<file path="config.mk">
export PLATFORM = sky130hd
export DESIGN_NAME = async_fifo_rd_ctrl
export DESIGN_NICKNAME = d
export VERILOG_FILES = /design/src/rtl/async_fifo_rd_ctrl.sv
export SDC_FILE = /design/constraint.sdc
export NUM_CORES = 1
export LEC_CHECK = 0
export ABC_AREA = 1
export BUFFER_PORTS_ARGS = -buffer_cell sky130_fd_sc_hd__buf_2
export CAP_MARGIN = 20
export CELL_PAD_IN_SITES_DETAIL_PLACEMENT = 1
export CELL_PAD_IN_SITES_GLOBAL_PLACEMENT = 2
export CORE_ASPECT_RATIO = 1.25
export CORE_MARGIN = 10
export CORE_UTILIZATION = 31
export CTS_CLUSTER_DIAMETER = 150
export CTS_CLUSTER_SIZE = 16
export DETAILED_ROUTE_END_ITERATION = 8
export GPL_TIMING_DRIVEN = 0
export HOLD_SLACK_MARGIN = 0.1
export PLACE_DENSITY_LB_ADDON = 0.1
export SETUP_SLACK_MARGIN = 0.5
export SYNTH_ARGS = -nofsm -noshare
export SYNTH_HDL_FRONTEND = slang
export SYNTH_SLANG_ARGS = --single-unit
</file>
<file path="constraint.sdc">
create_clock -name rd_clk -period 3.7 [get_ports rd_clk]
set_clock_uncertainty 0.15 [all_clocks]
set_input_delay 0.555 -clock rd_clk [delete_from_list [all_inputs] [get_ports rd_clk]]
set_output_delay 0.555 -clock rd_clk [all_outputs]
set_load 0.1 [all_outputs]
</file>
<file path="src/rtl/async_fifo_rd_ctrl.sv">
// async_fifo_rd_ctrl: read-side controller of an async FIFO with a registered output stage.
// The write pointer is resynchronized into rd_clk; the read pointer leaves as a flopped Gray code.
module async_fifo_rd_ctrl #(
    parameter int WIDTH   = 8,
    parameter int PTR_LEN = 4
) (
    input  logic               rd_clk,
    input  logic               rd_arstn,
    input  logic [PTR_LEN:0]   wr_ptr_gray,
    input  logic [WIDTH-1:0]   mem_data,
    output logic [PTR_LEN:0]   rd_ptr,
    output logic               rd_en,
    output logic [PTR_LEN:0]   rd_ptr_gray,
    output logic [WIDTH-1:0]   m_data,
    output logic               m_valid,
    input  logic               m_ready,
    output logic               empty,
    output logic [PTR_LEN:0]   rd_count
);
    logic [PTR_LEN:0] r_wsync1;
    logic [PTR_LEN:0] r_wsync2;
    logic [PTR_LEN:0] r_rd_ptr;
    logic [PTR_LEN:0] r_rd_ptr_gray;
    logic [WIDTH-1:0] r_m_data;
    logic             r_m_valid;
    logic [PTR_LEN:0] w_wr_bin_sync;
    logic [PTR_LEN:0] w_rd_ptr_nxt;
    logic             w_empty;
    logic             w_load;

    // Each binary bit is the XOR of all Gray bits at or above it.
    for (genvar i = 0; i <= PTR_LEN; i++) begin : g_g2b
        assign w_wr_bin_sync[i] = ^(r_wsync2 >> i);
    end

    assign w_empty      = r_rd_ptr_gray == r_wsync2;
    assign w_load       = ~w_empty & (~r_m_valid | m_ready);
    assign w_rd_ptr_nxt = r_rd_ptr + 1'b1;

    always_ff @(posedge rd_clk or negedge rd_arstn) begin
        if (!rd_arstn) begin
            r_wsync1      <= '0;
            r_wsync2      <= '0;
            r_rd_ptr      <= '0;
            r_rd_ptr_gray <= '0;
            r_m_data      <= '0;
            r_m_valid     <= 1'b0;
        end else begin
            r_wsync1  <= wr_ptr_gray;
            r_wsync2  <= r_wsync1;
            r_m_valid <= w_load | (r_m_valid & ~m_ready);
            if (w_load) begin
                r_m_data      <= mem_data;
                r_rd_ptr      <= w_rd_ptr_nxt;
                r_rd_ptr_gray <= w_rd_ptr_nxt ^ (w_rd_ptr_nxt >> 1);
            end
        end
    end

    assign rd_ptr      = r_rd_ptr;
    assign rd_ptr_gray = r_rd_ptr_gray;
    assign m_data      = r_m_data;
    assign m_valid     = r_m_valid;
    assign empty       = w_empty;
    assign rd_en       = ~w_empty;
    assign rd_count    = w_wr_bin_sync - r_rd_ptr;
endmodule
</file>
# Word-level counts from Yosys, hierarchy flattened
# Index checks and enable logic that the tools add are counted.
[totals]
regBits = 29
latchBits = 0
mem_bits_rw = 0
romBits = 0
inputBits = 16
out_inout_bits = 26
wordCells = 22
n_memories = 0
[op_classes]
add_sub_neg = 2
multipliers = 0
div_mod_pow = 0
magnitude_cmp = 0
n_eq_ne = 1
shifts = 0
mux = 0
bitwise = 8
reduce_logical = 5
[ops]
columns = ["op", "n"]
rows = [
  ["$reduce_xor A5 Y1", 5],
  ["$add A5 B1 Y5 const B", 1],
  ["$eq A5 B5 Y1", 1],
  ["$sub A5 B5 Y5", 1],
  ["$xor A5 B4 Y5", 1],
  ["$not A1 Y1", 3],
  ["$and A1 B1 Y1", 2],
  ["$or A1 B1 Y1", 2],
]

# Depth between registers and ports, before layout
[depth]
depth_word = 4
depth_mapped = 9
ltp_nobuf = 9

# Least setup slack after synthesis
# Ideal clock, no wire load.
[synth_timing]
kind = "flip-flop to output port"
startpoint = "reg r_rd_ptr[2], in the netlist rd_ptr[2]"
endpoint = "out rd_count[3]"
arrival_ns = 3.272
t_required_ns = 2.995
setup_slack_ns = -0.277
path_stages_with_launch = 7
path_buffers = 1
path_cell_list = "dfrtp_1 buf_2 inv_1 ha_1 a21oi_1 o21ai_0 xor2_1"
[synth_via]
elab_chain_cells = 1
[synth_lines]
columns = ["item", "line_no", "source"]
rows = [
  ["start, declared", "22", "logic [PTR_LEN:0] r_rd_ptr;"],
  ["start signal, assigned", "54", "r_rd_ptr <= w_rd_ptr_nxt;"],
  ["$sub A5 B5 Y5", "66", "assign rd_count = w_wr_bin_sync - r_rd_ptr;"],
  ["end, declared", "18", "output logic [PTR_LEN:0] rd_count"],
]
# Every way passes these cells.

# Final worst setup path
[layout_timing]
startpoint = "reg r_wsync2[1]"
endpoint = "out rd_count[4]"
[layout_via]
elab_chain_cells = 2
elab_cells_between_ends = 3
classes_between = "add/sub: 1; reduce/logical: 2"
[layout_lines]
columns = ["item", "line_no", "source"]
rows = [
  ["start, declared", "21", "logic [PTR_LEN:0] r_wsync2;"],
  ["start signal, assigned", "50", "r_wsync2 <= r_wsync1;"],
  ["$reduce_xor A5 Y1", "33", "assign w_wr_bin_sync[i] = ^(r_wsync2 >> i);"],
  ["$sub A5 B5 Y5 (*)", "66", ""],
]
# Mark *: on every way between the ends. The rest lies on a longest branch, timed or not.

==> flow_metrics.env <==
export IMPL_worst_pin_slew_ns=0.616
export IMPL_critPathLaunchType="flip-flop"
export IMPL_netlist_area_sq_um=1430
export IMPL_netlist_top_cells_count="64 x nand2_1, 28 x dfrtp_1, 18 x nand3_1, 17 x inv_1"
export IMPL_cts_buffer_depth=2
export IMPL_worst_slack_ns=0.569
export IMPL_hpwl_um=3130
export IMPL_gr_total_overflow=0
export IMPL_htree_num_levels=1
export IMPL_grt_max_degree=29
export IMPL_syn2layout_area_growth_pct=40.3
export IMPL_drt_total_wl_um=3930
export IMPL_path_clk_slew_ns=0.10
export IMPL_grt_pass1_vias=1441
export IMPL_cts_hold_buf=0
export IMPL_post_place_ws_ns=0.406
export IMPL_fin_nets=245
export IMPL_crit_type="reg -> out"
export IMPL_antenna_found_initial=0
export IMPL_firstDrtPassIters=3
export IMPL_cts_tree="yes"
export IMPL_rsz0062_at_grt="true"
export IMPL_start_util=0.322
export IMPL_hold_class="in -> async"
export IMPL_ios=42
export IMPL_synth_cell_types=22
export IMPL_r2r_start="r_wsync2[4]$_DFF_PN0_"
export IMPL_cap_violations=0
export IMPL_syn_inst=167
export IMPL_drc_errors=0
export IMPL_die_h_um=95.8
export IMPL_drt_iter0_drc=26
export IMPL_finalSetupTns_ns=0
export IMPL_synth_top_area_share=0.492
export IMPL_min_period_ns=3.13
export IMPL_crit_top_cell="nand2_2"
export IMPL_cts_sinks=28
export IMPL_slew_violations=0
export IMPL_worst_ep_required_time_ns=2.99
export IMPL_min_period_over_period=0.846
export IMPL_slowest_delay_ns=0.43
export IMPL_yosys_area_top_type="dfrtp_1"
export IMPL_drive_above_1_share=0.369
export IMPL_synth_ff_latch_count=28
export IMPL_synth_most_common_cell="nand2_1"
export IMPL_path_cells="xnor2_2, xor2_2, inv_2, nand2_2, nand2_2, ha_4, fa_2, o21ai_4, xor2_4, buf_12"
export IMPL_synth_async_reset_ratio=1.00
export IMPL_detail_route_antenna_nets=0
export IMPL_ys_flop_type="dfrtp_1"
export IMPL_synth_edff_count=0
export IMPL_arrival_ns=2.43
export IMPL_antenna_cells=0
export IMPL_syn_area_per_cell_sq_um=8.53
export IMPL_clock_latency_ns=0.27
export IMPL_vias=1267
export IMPL_worst_setup_path_end_kind="primary output"
export IMPL_setup_viol=0
export IMPL_grt_pass1_wl_um=6630
export IMPL_die_area_sq_um=7730
export IMPL_r2r_setup_slack_ns=1.78
export IMPL_root_buffer="clkbuf_8"
export IMPL_fmax_mhz=319
export IMPL_status="finished, final reports clean"
export IMPL_reg2reg_depth=7
export IMPL_coreArea_sq_um=4430
export IMPL_fill_cells=542
export IMPL_synth_area_top_cells="dfrtp_1 49%, nand2_1 17%, nand3_1 6.3%, inv_1 4.5%, ha_1 4.4%"
export IMPL_gp_congestion=0.764
export IMPL_relSlewSlack=0.589
export IMPL_ys_seq_area_frac=0.492
export IMPL_vias_per_cell=4.53
export IMPL_port_buffers=41
export IMPL_hold_violations=0
export IMPL_grtUsageTotal=0.108
export IMPL_yosysWarnings=0
export IMPL_critPathBufInv=2
export IMPL_dieWidth_um=80.6
export IMPL_fp_row_count=27
export IMPL_crit_family="XOR/XNOR gates"
export IMPL_syn_num_nets=189
export IMPL_wire_per_inst_um=14.0
export IMPL_r2r_end="m_data[5]$_DFFE_PN0P_"
export IMPL_slowest_stage="dfrtp_1"
export IMPL_cts_buffers=3
export IMPL_crit_fanout=3
## worst max-delay path by stage
stage,startpoint,end,slack [ns],cells past startpoint
after floorplan,rd_ptr[1]$_DFFE_PN0P_,rd_count[3],0.52,5
after global placement,r_wsync2[4]$_DFF_PN0_,rd_count[4],0.43,10
after detailed placement,r_wsync2[4]$_DFF_PN0_,rd_count[4],0.41,10
after CTS,r_wsync2[3]$_DFF_PN0_,rd_count[4],0.50,10
after global routing,r_wsync2[1]$_DFF_PN0_,rd_count[4],0.41,10
final,r_wsync2[1]$_DFF_PN0_,rd_count[4],0.57,10
## placed cells by master, fill, tap and decap left out, types with 2 or more instances in the layout
master / n
nand2_1: 62
buf_2: 39
dfrtp_1: 24
nand3_1: 18
inv_1: 17
buf_4: 10
nor2_1: 5
buf_6: 4
dfrtp_2: 4
nand2_2: 3
xnor2_1: 3
nand4_1: 3
ha_1: 3
clkbuf_8: 3
xor2_2: 2
inv_2: 2
a21oi_1: 2
xor2_4: 2
buf_12: 2
## per-layer routing
metal | vias to the layer above | track usage | part of all wire
met5 | - | 0 | 0
met4 | 0 | 0.0309 | 0.012
met3 | 5 | 0.0326 | 0.069
met2 | 30 | 0.199 | 0.53
met1 | 608 | 0.114 | 0.39
li1 | 624 | - | -
## through the flow
step                       util  std cells  area [sq um]  hold WS [ns]
after floorplan               -        167          1490         0.109
after global placement    0.400        266          1770         0.183
after detailed placement  0.400        266          1770         0.194
after CTS                 0.446        278          1970         0.151
after global routing      0.452        280          2000         0.167
final                     0.452        280          2000         0.127
## worst reg2reg max path: stages, from the launching register on
cell     delay (ns)
dfrtp_1        0.42
buf_4          0.15
xnor2_1        0.48
nand3_2        0.17
buf_6          0.18
buf_6          0.14
nand3_1        0.07
nand2_1        0.07
## cells by family (layout without fill, tap and decap cells)
group	Yosys count	count (layout)	synth area share
buffers and inverters	25	80	0.0852
xor gates and xnor gates	10	10	0.0720
DFF	28	28	0.492
adders and majority gates	6	6	0.0579
AOI/OAI and AO/OA	4	4	0.0140
and+or+nand+nor	94	94	0.279
## state kept, by name, summed over array words and instances (netlist names)
register and flops:
rd_ptr_gray 4, r_wsync2 5, m_data 8, m_valid 1, r_wsync1 5, rd_ptr 5
## layout make-up
type,instances,area (sq um),share of cell area
clock inverters,1,30.0,0.0150
inverters,19,71.3,0.0357
flip-flops and latches,28,706,0.353
multi-input cells,114,704,0.352
plain buffers,6,50.0,0.0250
repair buffers,51,324,0.162
well taps,58,72.6,0.0363
clock buffers,3,41.3,0.0207
## timing repair
action / 4_1_cts / 5_1_grt
endpoints found under the setup margin: 4 / 4
buffers inserted: 8 / 2
gates resized for setup: 16 / 3
cloned: 0 / 0
pin swaps: 4 / 5
Power is left out: the tool's default activity adds up to more than one toggle a clock period on the data nets, which glitch-free logic cannot reach.
